--- config.mk ---
export PLATFORM = sky130hd
export DESIGN_NAME = mcu_spi_port_select
export DESIGN_NICKNAME = d
export VERILOG_FILES = /design/src/rtl/mcu_spi_pkg.sv /design/src/rtl/sync_bus.sv /design/src/rtl/mcu_spi_port_select.sv
export SDC_FILE = /design/constraint.sdc
export NUM_CORES = 1
export LEC_CHECK = 0
export CAP_MARGIN = 20
export CORE_UTILIZATION = 50
export CTS_BUF_LIST = sky130_fd_sc_hd__clkbuf_8 sky130_fd_sc_hd__clkbuf_16
export CTS_CLUSTER_SIZE = 40
export DETAILED_ROUTE_END_ITERATION = 8
export HOLD_SLACK_MARGIN = 0.05
export PLACE_DENSITY = 0.82
export SYNTH_ARGS = -nofsm -noshare
export SYNTH_HDL_FRONTEND = slang
export SYNTH_SLANG_ARGS = --single-unit
export TNS_END_PERCENT = 30
--- constraint.sdc ---
create_clock -name clk32 -period 2.8 [get_ports clk32]
set_clock_uncertainty 0.1 [all_clocks]
set_input_delay 0.7 -clock clk32 [delete_from_list [all_inputs] [get_ports clk32]]
set_output_delay 0.7 -clock clk32 [all_outputs]
set_load 0.005 [all_outputs]
--- src/rtl/mcu_spi_pkg.sv ---
// Shared types and helpers for the MCU SPI port selector.
package mcu_spi_pkg;

    typedef enum logic [1:0] {
        IDLE  = 2'd0,
        OWN   = 2'd1,
        GUARD = 2'd2
    } sel_state_t;

    // Port index width; never zero so a single-port build still has a legal vector.
    function automatic int idx_width(input int n);
        return (n > 1) ? $clog2(n) : 1;
    endfunction

endpackage

--- src/rtl/sync_bus.sv ---
// Multi-bit flop chain that brings asynchronous select lines into the clock domain.
module sync_bus #(
    parameter int               WIDTH     = 1,
    parameter int               STAGES    = 2,
    parameter logic [WIDTH-1:0] RESET_VAL = '0
) (
    input  logic             clk,
    input  logic             rst,
    input  logic [WIDTH-1:0] d,
    output logic [WIDTH-1:0] q
);

    logic [WIDTH-1:0] stage_reg [STAGES];

    genvar gi;
    generate
        for (gi = 0; gi < STAGES; gi++) begin : g_stage
            if (gi == 0) begin : g_first
                always_ff @(posedge clk or posedge rst) begin
                    if (rst) stage_reg[gi] <= RESET_VAL;
                    else     stage_reg[gi] <= d;
                end
            end else begin : g_next
                always_ff @(posedge clk or posedge rst) begin
                    if (rst) stage_reg[gi] <= RESET_VAL;
                    else     stage_reg[gi] <= stage_reg[gi-1];
                end
            end
        end
    endgenerate

    assign q = stage_reg[STAGES-1];

endmodule

--- src/rtl/mcu_spi_port_select.sv ---
// Arbitrates several board SPI ports onto the single core MCU interface by chip select,
// holding one owner per transfer until its select has been idle for a guard time.
module mcu_spi_port_select
    import mcu_spi_pkg::*;
#(
    parameter int NPORTS       = 2,
    parameter int SYNC_STAGES  = 2,
    parameter int IDLE_TIMEOUT = 32,
    parameter int DEFAULT_PORT = 0,
    localparam int IW          = idx_width(NPORTS)
) (
    input  logic              clk32,
    input  logic              reset,
    input  logic              fixed_mode,
    input  logic [IW-1:0]     fixed_sel,
    input  logic [NPORTS-1:0] port_sclk,
    input  logic [NPORTS-1:0] port_ss_n,
    input  logic [NPORTS-1:0] port_mosi,
    output logic [NPORTS-1:0] port_miso,
    output logic [NPORTS-1:0] port_miso_oe,
    output logic [NPORTS-1:0] port_intn,
    output logic              mcu_sclk,
    output logic              mcu_csn,
    output logic              mcu_mosi,
    input  logic              mcu_miso,
    input  logic              mcu_intn,
    output logic [IW-1:0]     owner,
    output logic              locked,
    output logic              collision
);

    localparam int            CW       = $clog2(IDLE_TIMEOUT + 1);
    localparam logic [IW-1:0] HOME     = IW'(DEFAULT_PORT);
    localparam logic [CW-1:0] CNT_LAST = CW'(IDLE_TIMEOUT - 1);

    sel_state_t        state_reg;
    logic [IW-1:0]     owner_reg;
    logic              locked_reg;
    logic              collision_reg;
    logic [CW-1:0]     cnt_reg;
    logic [NPORTS-1:0] intn_reg;

    logic [NPORTS-1:0] ss_s;
    logic [NPORTS-1:0] owner_onehot;
    logic [NPORTS-1:0] route_sel;
    logic [NPORTS-1:0] intn_next;
    logic              req_found;
    logic [IW-1:0]     req_idx;
    logic              others_req;

    sync_bus #(
        .WIDTH     (NPORTS),
        .STAGES    (SYNC_STAGES),
        .RESET_VAL ({NPORTS{1'b1}})
    ) u_ss_sync (
        .clk (clk32),
        .rst (reset),
        .d   (port_ss_n),
        .q   (ss_s)
    );

    genvar gi;
    generate
        for (gi = 0; gi < NPORTS; gi++) begin : g_port
            assign owner_onehot[gi] = (owner_reg == IW'(gi));
            assign route_sel[gi]    = locked_reg & owner_onehot[gi];
            assign port_miso[gi]    = route_sel[gi] & mcu_miso;
            assign port_miso_oe[gi] = route_sel[gi];
        end
    endgenerate

    // Descending scan so the lowest requesting index is the one left standing.
    always_comb begin
        req_found = 1'b0;
        req_idx   = HOME;
        if (fixed_mode) begin
            if (int'(fixed_sel) < NPORTS && !ss_s[fixed_sel]) begin
                req_found = 1'b1;
                req_idx   = fixed_sel;
            end
        end else begin
            for (int k = NPORTS - 1; k >= 0; k--) begin
                if (!ss_s[k]) begin
                    req_found = 1'b1;
                    req_idx   = IW'(k);
                end
            end
        end
    end

    assign others_req = |(~ss_s & ~owner_onehot);
    assign intn_next  = mcu_intn ? {NPORTS{1'b1}} : ~owner_onehot;

    always_ff @(posedge clk32 or posedge reset) begin
        if (reset) begin
            state_reg     <= IDLE;
            owner_reg     <= HOME;
            locked_reg    <= 1'b0;
            collision_reg <= 1'b0;
            cnt_reg       <= '0;
            intn_reg      <= {NPORTS{1'b1}};
        end else begin
            intn_reg <= intn_next;
            if (locked_reg && others_req) collision_reg <= 1'b1;
            case (state_reg)
                IDLE: begin
                    if (req_found) begin
                        state_reg  <= OWN;
                        owner_reg  <= req_idx;
                        locked_reg <= 1'b1;
                    end
                end
                OWN: begin
                    if (ss_s[owner_reg]) begin
                        state_reg <= GUARD;
                        cnt_reg   <= '0;
                    end
                end
                GUARD: begin
                    if (!ss_s[owner_reg]) begin
                        state_reg <= OWN;
                    end else if (cnt_reg == CNT_LAST) begin
                        state_reg  <= IDLE;
                        locked_reg <= 1'b0;
                    end else begin
                        cnt_reg <= cnt_reg + 1'b1;
                    end
                end
                default: begin
                    state_reg  <= IDLE;
                    locked_reg <= 1'b0;
                end
            endcase
        end
    end

    // Raw (unsynchronised) select and data follow the owner so the core sees exact SPI timing.
    assign mcu_csn   = locked_reg ? port_ss_n[owner_reg] : 1'b1;
    assign mcu_sclk  = locked_reg & port_sclk[owner_reg];
    assign mcu_mosi  = locked_reg & port_mosi[owner_reg];
    assign owner     = owner_reg;
    assign locked    = locked_reg;
    assign collision = collision_reg;
    assign port_intn = intn_reg;

endmodule

==> results.ini <==
[global_routing]
grtUsageTotal_pct = 23.9
grt_pass1_wl_mm = 3.42
grt_max_degree = 18
grt_pass1_vias = 783
grt.overflow.total = 0
antenna_found_initial = 0

[clock_network]
cts_buffer_depth = 2
path_clk_slew_ns = 0.07
cts_setup_buffers = 0
cts_tree = done
numCtsBuffers = 3
cts_root_buf = clkbuf_8
postCtsHoldBufs = 0
clkSinkCount = 17
clk_latency_ns = 0.26
cts_resized = 0
cts.htree.levels = 1

[sta]
report.final.slew_viol_count = 0
worst_pin_slew_ns = 0.637
rsz0062_at_grt = no
finalWorstSetupSlack_ns = 0.166
fmax_ghz = 0.380
period_minus_slack_ns = 2.63
slew_headroom_pct = 57.5
setup_viol = 0
fin_crit_sh_pct = 94.1
setup_tns_ns = 0
report.final.hold_viol_count = 0

[cells_and_area]
final_area_sq_um = 1220
fillCellCount = 141
finalNetCount = 132
layout_common_cells = 23 x clkdlybuf4s50_1, 11 x dfrtp_1, 8 x nand2_1
antenna_cells = 0
layout-drive-gt1-share_pct = 14.4
area_growth_pct = 32.0
largest_register_ffs = 6
final_common_cell = clkdlybuf4s50_1

[power]
p_sw_share_pct = 37.4
comb_power_share_pct = 40.4
power.density_nw_per_um2 = 842
p_clk_share_pct = 18.2
seqPwrFrac_pct = 41.3
p_leak_nw = 0.480
finalPower_mw = 1.03
internal_power_mw = 0.643
peakVddDrop_v = 0.000547
power_switching_mw = 0.384

[worst_setup_path]
cpMaxStageDelayCell = clkdlybuf4s50_1
worstPathCellList = clkdlybuf4s50_1 -> mux2i_1 -> nand2_1 -> clkdlybuf4s50_1
critPathMaxStageDelay_ns = 0.50
worst_path_most_repeated_cell = clkdlybuf4s50_1
path_max_fanout = 2
crit_path_end_kind = primary output
cp_top_family = buffers and inverters
path_class = input pin to primary output
startpoint_type = input pin
arrival_ns = 1.83
path_buf_inv = 2
cp.required_ns = 2.00

[detailed_routing]
drt-total-wl_mm = 2.02
drt-pass1-iter-count = 4
avgRoutedWirePerCell_microns = 14.1
vias = 854
viasPerCell = 5.97
post-route-drc-count = 0
ant_nets = 0
drt_iter0_drc = 30

[placement]
place.gp.congestion = 0.886
place_hpwl_mm = 1.43
place_area_sq_um = 1170
dp_slack_ns = 0.162
portBuffers = 23

[flow_run]
drv_cap = 0

[yosys]
ys_warn_count = 0
ys_ff_latch = 17
ys.flop_type = dfrtp_1
syn_inst = 94
synth_area_sq_um = 923
synth-edff-count = 0
yosysSeqAreaShare_pct = 46.9
synth_nets = 107
ys_types = 36
avgSynthCellArea_sq_um = 9.82
synth-async-reset-ratio_pct = 100

[outcome]
status = finished, final reports clean

[hold_path]
hold_class = register to register

[die]
dieArea_sq_um = 2020
core.rowCount = 15
core_area_sq_um = 1730
ios = 24
die_h_microns = 45.0
die_w_microns = 45.0
start_util_pct = 53.5

-- power groups by stage --
stage | Sequential [mW] | Clock, mW | Combinational [mW]
finish | 0.424 | 0.187 | 0.415
CTS | 0.422 | 0.194 | 0.416
floorplan | 0.358 | 0 | 0.277
global route | 0.438 | 0.199 | 0.457
detailed placement | 0.424 | 0 | 0.410
global placement | 0.422 | 0 | 0.406
-- path summary, 6_finish.rpt --
| check | endpoint | start | slack, ns | cells after the start |
|---|---|---|---|---|
| min reg2reg | u_ss_sync.q[1] | u_ss_sync.stage_reg[3] | 0.26 | 0 |
| max reg2reg | cnt_reg[3] | owner | 0.99 | 3 |
| max | mcu_csn | port_ss_n[0] | 0.17 | 4 |
| max in group asynchronous | cnt_reg[4] | reset | 1.47 | 2 |
| min | u_ss_sync.q[1] | u_ss_sync.stage_reg[3] | 0.26 | 0 |
| min in group asynchronous | locked | reset | 0.72 | 2 |
-- per-stage QoR --
step / utilization (%) / hold WS, ns / instances
2_1_floorplan: - / 0.245 / 94
3_3_place_gp: 67.9 / 0.245 / 139
3_5_place_dp: 67.9 / 0.248 / 139
4_1_cts: 70.6 / 0.258 / 143
5_1_grt: 70.6 / 0.264 / 143
6_report: 70.6 / 0.258 / 143
-- synthesized netlist by cell type (2+ instances only) --
cell      instances  area (sq um)
dfrtp_1          11           275
nand2_1           8          30.0
nor2_1            7          26.3
dfstp_2           6           158
inv_1             6          22.5
a21oi_1           5          25.0
nand3_1           5          25.0
mux2i_1           4          40.0
o21ai_0           4          20.0
nand2b_1          3          18.8
a221oi_1          2          17.5
a41oi_1           2          17.5
clkbuf_1          2          7.51
mux2_2            2          22.5
nor2b_1           2          12.5
nor3_1            2          10.0
nor4_1            2          12.5
o221a_2           2          22.5
o221ai_1          2          17.5
-- metal layers --
metal / track usage (%) / vias to the layer above / share of wire, %
met1: 30.5 / 410 / 44
met5: 0 / - / 0
met3: 7.20 / 5 / 8.2
met4: 15.2 / 0 / 2.2
met2: 35.4 / 42 / 45
li1: - / 397 / -
-- cell type report --
class	count	area (sq um)	share of cell area, %
Sequential cell	17	433	35.5
Tap cell	25	31.3	2.57
Clock inverter	1	5.00	0.411
Clock buffer	3	41.3	3.39
Timing Repair Buffer	23	230	18.9
Inverter	6	22.5	1.85
Multi-Input combinational cell	68	455	37.4
-- kinds of logic after synthesis --
logic type,share of synthesized area [%]
adders and majority gates,1.35
AOI/OAI and AO/OA,20.2
muxes,8.27
buffers and inverters,3.79
DFF,46.9
and+or+nand+nor,19.5
(Power assumes the default switching activity.)
